File: src/rtl/demux_1_3_if.sv
// ----------------------------------------------------------------------------
// demux_1_3_if
//
// Handshake bundle for the registered 1-to-3 demultiplexer.
//
// Signals:
//   in_valid / in_ready / in_data / in_sel    producer side (one word + 2-bit
//                                             destination code)
//   out_{a,b,c}_valid / out_{a,b,c}_ready     one valid/ready pair per sink
//   out_data                                  head word, shared by all sinks
//   bad_sel                                   sticky illegal-select flag
//   drop_cnt                                  saturating count of dropped words
//
// Modports:
//   master  the environment: drives the producer side and the sink readies
//   slave   the demultiplexer itself
// ----------------------------------------------------------------------------
interface demux_1_3_if #(
    parameter int WIDTH = 32
);
    logic             in_valid;
    logic             in_ready;
    logic [WIDTH-1:0] in_data;
    logic [1:0]       in_sel;

    logic             out_a_valid;
    logic             out_b_valid;
    logic             out_c_valid;
    logic             out_a_ready;
    logic             out_b_ready;
    logic             out_c_ready;
    logic [WIDTH-1:0] out_data;

    logic             bad_sel;
    logic [7:0]       drop_cnt;

    modport master (
        output in_valid, in_data, in_sel,
        output out_a_ready, out_b_ready, out_c_ready,
        input  in_ready,
        input  out_a_valid, out_b_valid, out_c_valid, out_data,
        input  bad_sel, drop_cnt
    );

    modport slave (
        input  in_valid, in_data, in_sel,
        input  out_a_ready, out_b_ready, out_c_ready,
        output in_ready,
        output out_a_valid, out_b_valid, out_c_valid, out_data,
        output bad_sel, drop_cnt
    );
endinterface

File: src/rtl/demux_1_3.sv
// ----------------------------------------------------------------------------
// demux_1_3
//
// Registered 1-to-3 demultiplexer with valid/ready handshakes. A word and its
// 2-bit destination code are buffered and presented to exactly one of three
// sinks (A = 2'b00, B = 2'b01, C = 2'b10). Words leave in strict arrival
// order; a stalled head blocks everything behind it. Words carrying the
// illegal code 2'b11 are consumed and discarded, setting the sticky bad_sel
// flag and bumping the saturating drop_cnt.
//
// Ports:
//   clk   rising-edge clock
//   rst   asynchronous reset, active high
//   bus   demux_1_3_if.slave handshake bundle (see the interface header)
//
// Build option:
//   DEMUX_SKID_EN  defined   -> 2-entry buffer, in_ready is purely registered
//                  undefined -> 1-entry buffer, in_ready also goes high when
//                               the head pops in the same cycle (combinational
//                               path from out_x_ready to in_ready)
// ----------------------------------------------------------------------------
module demux_1_3 #(
    parameter int WIDTH = 32
) (
    input  logic      clk,
    input  logic      rst,
    demux_1_3_if.slave bus
);

    localparam logic [1:0] SEL_BAD = 2'b11;

`ifdef DEMUX_SKID_EN
    localparam int DEPTH = 2;
    typedef enum logic [1:0] {
        EMPTY = 2'd0,
        ONE   = 2'd1,
        TWO   = 2'd2
    } state_t;
`else
    localparam int DEPTH = 1;
    typedef enum logic {
        EMPTY = 1'b0,
        FULL  = 1'b1
    } state_t;
`endif

    state_t state_reg;
    state_t state_next;

    // Entry 0 is always the head; entry 1 (skid build only) is the word
    // queued behind it. Entry 0 is never cleared on pop so out_data keeps
    // the last word presented while the buffer is empty.
    logic [WIDTH-1:0] data_reg [DEPTH];
    logic [1:0]       sel_reg  [DEPTH];

    logic             bad_sel_reg;
    logic [7:0]       drop_cnt_reg;

    logic [2:0]       ready_vec;
    logic [2:0]       valid_vec;
    logic             occupied;
    logic             pop;
    logic             in_ready_int;
    logic             accept;
    logic             push;
    logic             drop;
    logic             load_head;
`ifdef DEMUX_SKID_EN
    logic             head_from_in;   // 0: head refills from entry 1
    logic             load_tail;
`endif

    assign ready_vec = {bus.out_c_ready, bus.out_b_ready, bus.out_a_ready};
    assign occupied  = (state_reg != EMPTY);

    // One valid per sink, decoded from the stored head code only, so the
    // outputs never see in_sel/in_data combinationally.
    generate
        for (genvar gi = 0; gi < 3; gi++) begin : g_sink
            assign valid_vec[gi] = occupied && (sel_reg[0] == 2'(gi));
        end
    endgenerate

    // Only the ready of the sink that currently owns the head matters.
    assign pop = |(valid_vec & ready_vec);

`ifdef DEMUX_SKID_EN
    assign in_ready_int = (state_reg != TWO);
`else
    assign in_ready_int = !occupied || pop;
`endif

    assign accept = bus.in_valid && in_ready_int;
    assign push   = accept && (bus.in_sel != SEL_BAD);
    assign drop   = accept && (bus.in_sel == SEL_BAD);

    // ------------------------------------------------------------------
    // Occupancy state register
    // ------------------------------------------------------------------
    always_ff @(posedge clk or posedge rst) begin
        if (rst) begin
            state_reg <= EMPTY;
        end else begin
            state_reg <= state_next;
        end
    end

    // ------------------------------------------------------------------
    // Next-state and buffer-write decode
    // ------------------------------------------------------------------
    always_comb begin
        state_next = state_reg;
        load_head  = 1'b0;
`ifdef DEMUX_SKID_EN
        head_from_in = 1'b1;
        load_tail    = 1'b0;
        case (state_reg)
            EMPTY: begin
                if (push) begin
                    state_next = ONE;
                    load_head  = 1'b1;
                end
            end
            ONE: begin
                if (push && pop) begin
                    // Incoming word replaces the departing head directly.
                    load_head = 1'b1;
                end else if (push) begin
                    state_next = TWO;
                    load_tail  = 1'b1;
                end else if (pop) begin
                    state_next = EMPTY;
                end
            end
            TWO: begin
                // in_ready is low here, so only a pop can happen.
                if (pop) begin
                    state_next   = ONE;
                    load_head    = 1'b1;
                    head_from_in = 1'b0;
                end
            end
            default: begin
                state_next = EMPTY;
            end
        endcase
`else
        case (state_reg)
            EMPTY: begin
                if (push) begin
                    state_next = FULL;
                    load_head  = 1'b1;
                end
            end
            FULL: begin
                if (push) begin
                    // Pop and accept together: head is replaced, stays FULL.
                    load_head = 1'b1;
                end else if (pop) begin
                    state_next = EMPTY;
                end
            end
            default: begin
                state_next = EMPTY;
            end
        endcase
`endif
    end

    // ------------------------------------------------------------------
    // Buffer storage
    // ------------------------------------------------------------------
    always_ff @(posedge clk or posedge rst) begin
        if (rst) begin
            for (int i = 0; i < DEPTH; i++) begin
                data_reg[i] <= '0;
                sel_reg[i]  <= '0;
            end
        end else begin
            if (load_head) begin
`ifdef DEMUX_SKID_EN
                if (head_from_in) begin
                    data_reg[0] <= bus.in_data;
                    sel_reg[0]  <= bus.in_sel;
                end else begin
                    data_reg[0] <= data_reg[1];
                    sel_reg[0]  <= sel_reg[1];
                end
`else
                data_reg[0] <= bus.in_data;
                sel_reg[0]  <= bus.in_sel;
`endif
            end
`ifdef DEMUX_SKID_EN
            if (load_tail) begin
                data_reg[1] <= bus.in_data;
                sel_reg[1]  <= bus.in_sel;
            end
`endif
        end
    end

    // ------------------------------------------------------------------
    // Illegal-select bookkeeping: sticky flag and saturating counter
    // ------------------------------------------------------------------
    always_ff @(posedge clk or posedge rst) begin
        if (rst) begin
            bad_sel_reg  <= 1'b0;
            drop_cnt_reg <= 8'h00;
        end else if (drop) begin
            bad_sel_reg <= 1'b1;
            if (drop_cnt_reg != 8'hFF) begin
                drop_cnt_reg <= drop_cnt_reg + 8'h01;
            end
        end
    end

    // ------------------------------------------------------------------
    // Outputs
    // ------------------------------------------------------------------
    assign bus.in_ready    = in_ready_int;
    assign bus.out_a_valid = valid_vec[0];
    assign bus.out_b_valid = valid_vec[1];
    assign bus.out_c_valid = valid_vec[2];
    assign bus.out_data    = data_reg[0];
    assign bus.bad_sel     = bad_sel_reg;
    assign bus.drop_cnt    = drop_cnt_reg;

endmodule
File: src/flat_wrapper.sv
// flat-port wrapper written by rule: the top's interface ports become plain ports
module demux_1_3_flat 
#(
    parameter int WIDTH = 32
)
  (clk, rst, bus_in_valid, bus_in_data, bus_in_sel, bus_out_a_ready, bus_out_b_ready, bus_out_c_ready, bus_in_ready, bus_out_a_valid, bus_out_b_valid, bus_out_c_valid, bus_out_data, bus_bad_sel, bus_drop_cnt);
  demux_1_3_if #(.WIDTH(WIDTH)) bus_i ();
  input  logic clk;
  input  logic rst;
  input wire logic [$bits(bus_i.in_valid)-1:0] bus_in_valid;
  input wire logic [$bits(bus_i.in_data)-1:0] bus_in_data;
  input wire logic [$bits(bus_i.in_sel)-1:0] bus_in_sel;
  input wire logic [$bits(bus_i.out_a_ready)-1:0] bus_out_a_ready;
  input wire logic [$bits(bus_i.out_b_ready)-1:0] bus_out_b_ready;
  input wire logic [$bits(bus_i.out_c_ready)-1:0] bus_out_c_ready;
  output wire logic [$bits(bus_i.in_ready)-1:0] bus_in_ready;
  output wire logic [$bits(bus_i.out_a_valid)-1:0] bus_out_a_valid;
  output wire logic [$bits(bus_i.out_b_valid)-1:0] bus_out_b_valid;
  output wire logic [$bits(bus_i.out_c_valid)-1:0] bus_out_c_valid;
  output wire logic [$bits(bus_i.out_data)-1:0] bus_out_data;
  output wire logic [$bits(bus_i.bad_sel)-1:0] bus_bad_sel;
  output wire logic [$bits(bus_i.drop_cnt)-1:0] bus_drop_cnt;
  assign bus_i.in_valid = bus_in_valid;
  assign bus_i.in_data = bus_in_data;
  assign bus_i.in_sel = bus_in_sel;
  assign bus_i.out_a_ready = bus_out_a_ready;
  assign bus_i.out_b_ready = bus_out_b_ready;
  assign bus_i.out_c_ready = bus_out_c_ready;
  assign bus_in_ready = bus_i.in_ready;
  assign bus_out_a_valid = bus_i.out_a_valid;
  assign bus_out_b_valid = bus_i.out_b_valid;
  assign bus_out_c_valid = bus_i.out_c_valid;
  assign bus_out_data = bus_i.out_data;
  assign bus_bad_sel = bus_i.bad_sel;
  assign bus_drop_cnt = bus_i.drop_cnt;
  demux_1_3 #(.WIDTH(WIDTH)) u_core (.clk(clk), .rst(rst), .bus(bus_i));
endmodule
File: config.mk
export PLATFORM = sky130hd
export DESIGN_NAME = demux_1_3_flat
export DESIGN_NICKNAME = d
export VERILOG_FILES = /design/src/rtl/demux_1_3_if.sv /design/src/rtl/demux_1_3.sv /design/src/flat_wrapper.sv
export SDC_FILE = /design/constraint.sdc
export NUM_CORES = 1
export LEC_CHECK = 0
export CAP_MARGIN = 0
export CORE_ASPECT_RATIO = 0.5
export CORE_MARGIN = 1
export CORE_UTILIZATION = 42
export CTS_CLUSTER_DIAMETER = 100
export DETAILED_ROUTE_END_ITERATION = 6
export PLACE_DENSITY = 0.79
export SLEW_MARGIN = 20
export SYNTH_ARGS = -nofsm -noshare
export SYNTH_HDL_FRONTEND = slang
export SYNTH_SLANG_ARGS = --single-unit
export TNS_END_PERCENT = 50
File: constraint.sdc
create_clock -name clk -period 2 [get_ports clk]
set_input_delay 0.5 -clock clk [delete_from_list [all_inputs] [get_ports clk]]
set_output_delay 0.5 -clock clk [all_outputs]
set_load 0.01 [all_outputs]
# Word level (Yosys, flattened, before mapping)
# Index checks and enable logic that the tools add are counted.
[totals]
ff_bits = 44
mem_bits_ro = 0
ramBits = 0
n_memories = 0
latchBits = 0
in_bits = 40
output_inout_bits = 45
[op_classes]
reduce_logical = 11
shift = 0
order_cmp = 0
addsub = 1
n_eq_ne = 5
div = 0
multipliers = 0
muxes = 4
n_bitwise = 2
[ops]
columns = ["op", "count"]
rows = [
  ["8-bit by 1-bit adder with 8-bit output, second input constant", 1],
  ["8-bit inequality test, second input constant", 1],
  ["1-bit logical AND", 6],
  ["2-bit == test, second input constant", 2],
  ["3-bit bitwise AND", 1],
  ["1-bit 2-to-1 mux", 3],
  ["3-bit OR reduction", 1],
  ["2-bit by 1-bit == test with 1-bit output, second input constant", 1],
  ["2-bit logical NOT", 1],
  ["2-bit inequality test, second input constant", 1],
  ["1-bit case mux with 2 select lines", 1],
  ["2-bit AND reduction", 1],
  ["1-bit logical NOT", 1],
  ["1-bit logical OR", 1],
  ["1-bit NOT", 1],
]

# Longest topological paths before layout
[logic_depth]
word_depth = 9
mapped_depth = 6

# Worst setup path before layout
# No wires, ideal clock.
[synth_timing]
path_kind = "input-to-reg"
start = "input bus_out_b_ready"
end = "register u_core.data_reg, in the netlist u_core.bus.out_data[0]"
t_required_ps = 1875
path_buffers = 1
arrival_ps = 1506
setup_slack_ps = 369
setup_time_ps = 125
stages = 5
cell_sequence = "mux2i_1 o211ai_4 nand3_4 buf_6 mux2_4"
[synth_between]
elab_chain_cells = 6
[synth_rtl]
columns = ["item", "line_no", "source"]
rows = [
  ["start: declaration", "flat_wrapper.sv:14", "input wire logic [$bits(bus_i.out_b_ready)-1:0] bus_out_b_ready;"],
  ["3-bit bitwise AND", "demux_1_3.sv:85", "assign pop = |(valid_vec & ready_vec);"],
  ["3-bit OR reduction", "demux_1_3.sv:85", ""],
  ["1-bit logical OR", "demux_1_3.sv:90", "assign in_ready_int = !occupied || pop;"],
  ["net bus_in_ready", "flat_wrapper.sv:16", "output wire logic [$bits(bus_i.in_ready)-1:0] bus_in_ready;"],
  ["1-bit logical AND", "demux_1_3.sv:93", "assign accept = bus.in_valid && in_ready_int;"],
  ["1-bit logical AND", "demux_1_3.sv:94", "assign push = accept && (bus.in_sel != SEL_BAD);"],
  ["1-bit 2-to-1 mux", "demux_1_3.sv:150, demux_1_3.sv:156", ""],
  ["end: declaration", "demux_1_3.sv:53", "logic [WIDTH-1:0] data_reg [DEPTH];"],
]
# The timed path passes the listed nets, and every way through them passes these cells.
# A chain may end at the register's enable or synchronous reset.

# Worst setup path after layout
[layout_timing]
start = "input bus_out_a_ready"
end = "output bus_in_ready"
[layout_between]
elab_chain_cells = 3
[layout_rtl]
columns = ["item", "line_no", "source"]
rows = [
  ["start: declaration", "flat_wrapper.sv:13", "input wire logic [$bits(bus_i.out_a_ready)-1:0] bus_out_a_ready;"],
  ["3-bit bitwise AND", "demux_1_3.sv:85", ""],
  ["3-bit OR reduction", "demux_1_3.sv:85", ""],
  ["1-bit logical OR", "demux_1_3.sv:90", ""],
  ["end: declaration", "flat_wrapper.sv:16", ""],
]
# No other way between the ends.

==> reports/results.ini <==
[die]
pin_count=85
die_x_um=99.3
core-area_mm2=0.00447
die_area_mm2=0.00503
core.rowCount=17
die-height_um=50.7
initial_core_util_pct=44.5

[sta]
maxSlewViolCount=0
min_period_over_period_pct=97.0
final-hold-violation-count=0
setup_violations=0
worst_clock_skew_ns=0.0125
slew_headroom_pct=69.6
tightest_slew_ns=0.455
hold_slack_ns=0.476
rsz0062_at_grt=yes
fmax_mhz=515
min_period_ns=1.94

[clock_tree]
numClockSinks=44
h-tree-depth=2
numCtsBuffers=5
clockBufferDepth=2
clkTransAtPathRegs_ns=0.08
cts-root-buf=clkbuf_8
cts_tree=done
clk_latency_ns=0.30

[critical_path]
crit-reg2reg-launch=u_core.sel_reg[0]
slowest_delay_ns=0.43
cp.required_ns=1.50
crit_chain=clkdlybuf4s50_1 > mux2i_2 > o211ai_4 > buf_2
cp_max_fo=2
r2r-end=u_core.bus.out_data[3]
crit_path_end_kind=primary output
critPathLaunchType=input pin
critPathArrivalTime_ns=1.44
critPathKind=in -> out
ff2ff_setup_slack_ns=0.16
reg2reg_depth=6
cp_slowest_cell=clkdlybuf4s50_1

[cells_and_area]
fin_area_mm2=0.00311
largest_register_ff_count=32
multi_input_area_um2=842
most-common-layout-cells=clkdlybuf4s50_1 (81), dfrtp_1 (42), mux2_4 (30), buf_4 (13), nand2_1 (7)
final_common_cell=clkdlybuf4s50_1
drive_gt1_share_pct=28.9
syn_to_final_growth_pct=56.5
n_antenna_cell=0
regArea_mm2=0.00110
nets=275
fillers=315

[global_routing]
grt_pass1_wl_mm=7.36
grt_usage_pct=19.3
overflow=0
grt_antenna_before_repair=0
grt_max_degree=22
grt_pass1_vias=1492

[logic_synthesis]
synth_seq_cells=44
synth-compound-area-share_pct=3.46
synth_fa_ha_area_share_pct=0.629
ys_seq_area_share_pct=55.4
netlist_instances=132
yosys_warnings=0
synth_top_family_by_area=multiplexers
ys_types=24
synth-simple-area-share_pct=8.94
syn_area_mm2=0.00199
syn-mean-instance-area_um2=15.1
synthXorXnorAreaFrac_pct=2.20
synthMuxAreaShare_pct=26.6
synthesis.nets=173

[run]
drv_cap=0

[route]
drt_wl_total_mm=4.44
via_per_inst=4.83
dr.first_iter.drc_count=33
drt_first_pass_iters=4
vias=1410
wl_per_cell_um=15.2
ant_nets=0
drc=0

[min_path]
hold_end=u_core.bus.bad_sel
hp-class=reg -> reg
worstHoldStart=u_core.bus.bad_sel
min_path_cells=1

[power_and_ir_drop]
power_w=0.00452
worst_ir_drop_vdd_uv=653
power_leakage_nw=1.42
power_density_mw_per_mm2=1450

[place]
postPlaceCellArea_mm2=0.00296
hpwl_mm=3.22
port_buffers=84
gp_congestion=0.770

[outcome]
status=complete, no violations

-- cell families after synthesis --
| kind of cell | after synthesis |
|---|---|
| compound gates | 5 |
| xor+xnor | 5 |
| fa+ha+maj | 1 |
| buf+inv | 7 |
| flops | 44 |
| mux | 37 |
| simple gates | 33 |
-- final cells by class --
| cell class | count | share of cell area [%] |
|---|---|---|
| flip-flops and latches | 44 | 35.5 |
| repair buffers | 99 | 31.2 |
| multi-input cells | 81 | 27.1 |
| well taps | 57 | 2.29 |
| clock buffers | 5 | 2.21 |
| clock inverters | 3 | 1.37 |
| inverters | 3 | 0.362 |
-- how the worst max path moves through the flow --
stage,startpoint,end,slack (ns),depth (start not counted)
5_1_grt,bus_out_a_ready,bus_in_ready,-0.007,4
3_3_place_gp,bus_out_b_ready,bus_in_ready,-0.33,4
4_1_cts,u_core.occupied,bus_out_c_valid,0.002,3
2_1_floorplan,bus_out_b_ready,u_core.bus.out_data[0],0.37,5
6_report,bus_out_a_ready,bus_in_ready,0.06,4
3_5_place_dp,bus_out_b_ready,bus_in_ready,-0.36,4
-- cell usage after synthesis, drive strengths merged --
cell type / n / area share, %
ha: 1 / 0.63
nand2: 7 / 1.3
a2bb2oi: 1 / 0.44
mux2: 36 / 26
inv: 3 / 0.57
o211ai: 1 / 1.1
a21oi: 1 / 0.25
o21a: 1 / 0.38
nor3: 5 / 1.3
nor2: 5 / 0.94
nand2b: 4 / 1.3
and3: 1 / 0.31
nand3: 6 / 2.1
nand3b: 2 / 0.75
mux2i: 1 / 0.50
dfrtp: 44 / 55
nor2b: 1 / 0.31
nand4: 1 / 0.31
xor2: 5 / 2.2
o221ai: 1 / 1.3
buf: 4 / 2.3
nor4: 1 / 0.31
-- per-layer routing --
layer,share of wire [%],vias up,track usage [%]
met3,3.5,5,4.74
met5,0,-,0
met1,43,707,24.0
met4,0.63,0,5.15
li1,-,664,-
met2,53,34,34.0
-- critical path, delay by kind of cell --
family	cells	cell delay, ns
mux	1	0.26
compound gates	1	0.10
buf+inv	2	0.57
-- per-stage QoR --
| step | utilization, % | setup WS [ns] | std cells | setup TNS [ns] |
|---|---|---|---|---|
| finish | 69.6 | 0.0591 | 292 | 0 |
| global placement | 66.3 | -0.326 | 280 | -6.80 |
| floorplan | - | 0.369 | 132 | 0 |
| detailed placement | 66.3 | -0.364 | 280 | -8.55 |
| global route | 69.6 | -0.00750 | 292 | -0.00750 |
| CTS | 69.1 | 0.00164 | 289 | 0 |
-- power breakdown --
part	internal (W)	switching, W
combinational	0.00146	0.000775
clock	0.000370	0.000312
sequential	0.00130	0.000308
-- what timing repair did --
item | in CTS | in global routing
hold buffers | 0 | 0
gates resized for setup | 10 | 0
setup endpoints to repair | 4 | 2
endpoints found under the hold margin | 0 | 0
setup buffers | 1 | 3
Power figures use the tool's default switching activity.
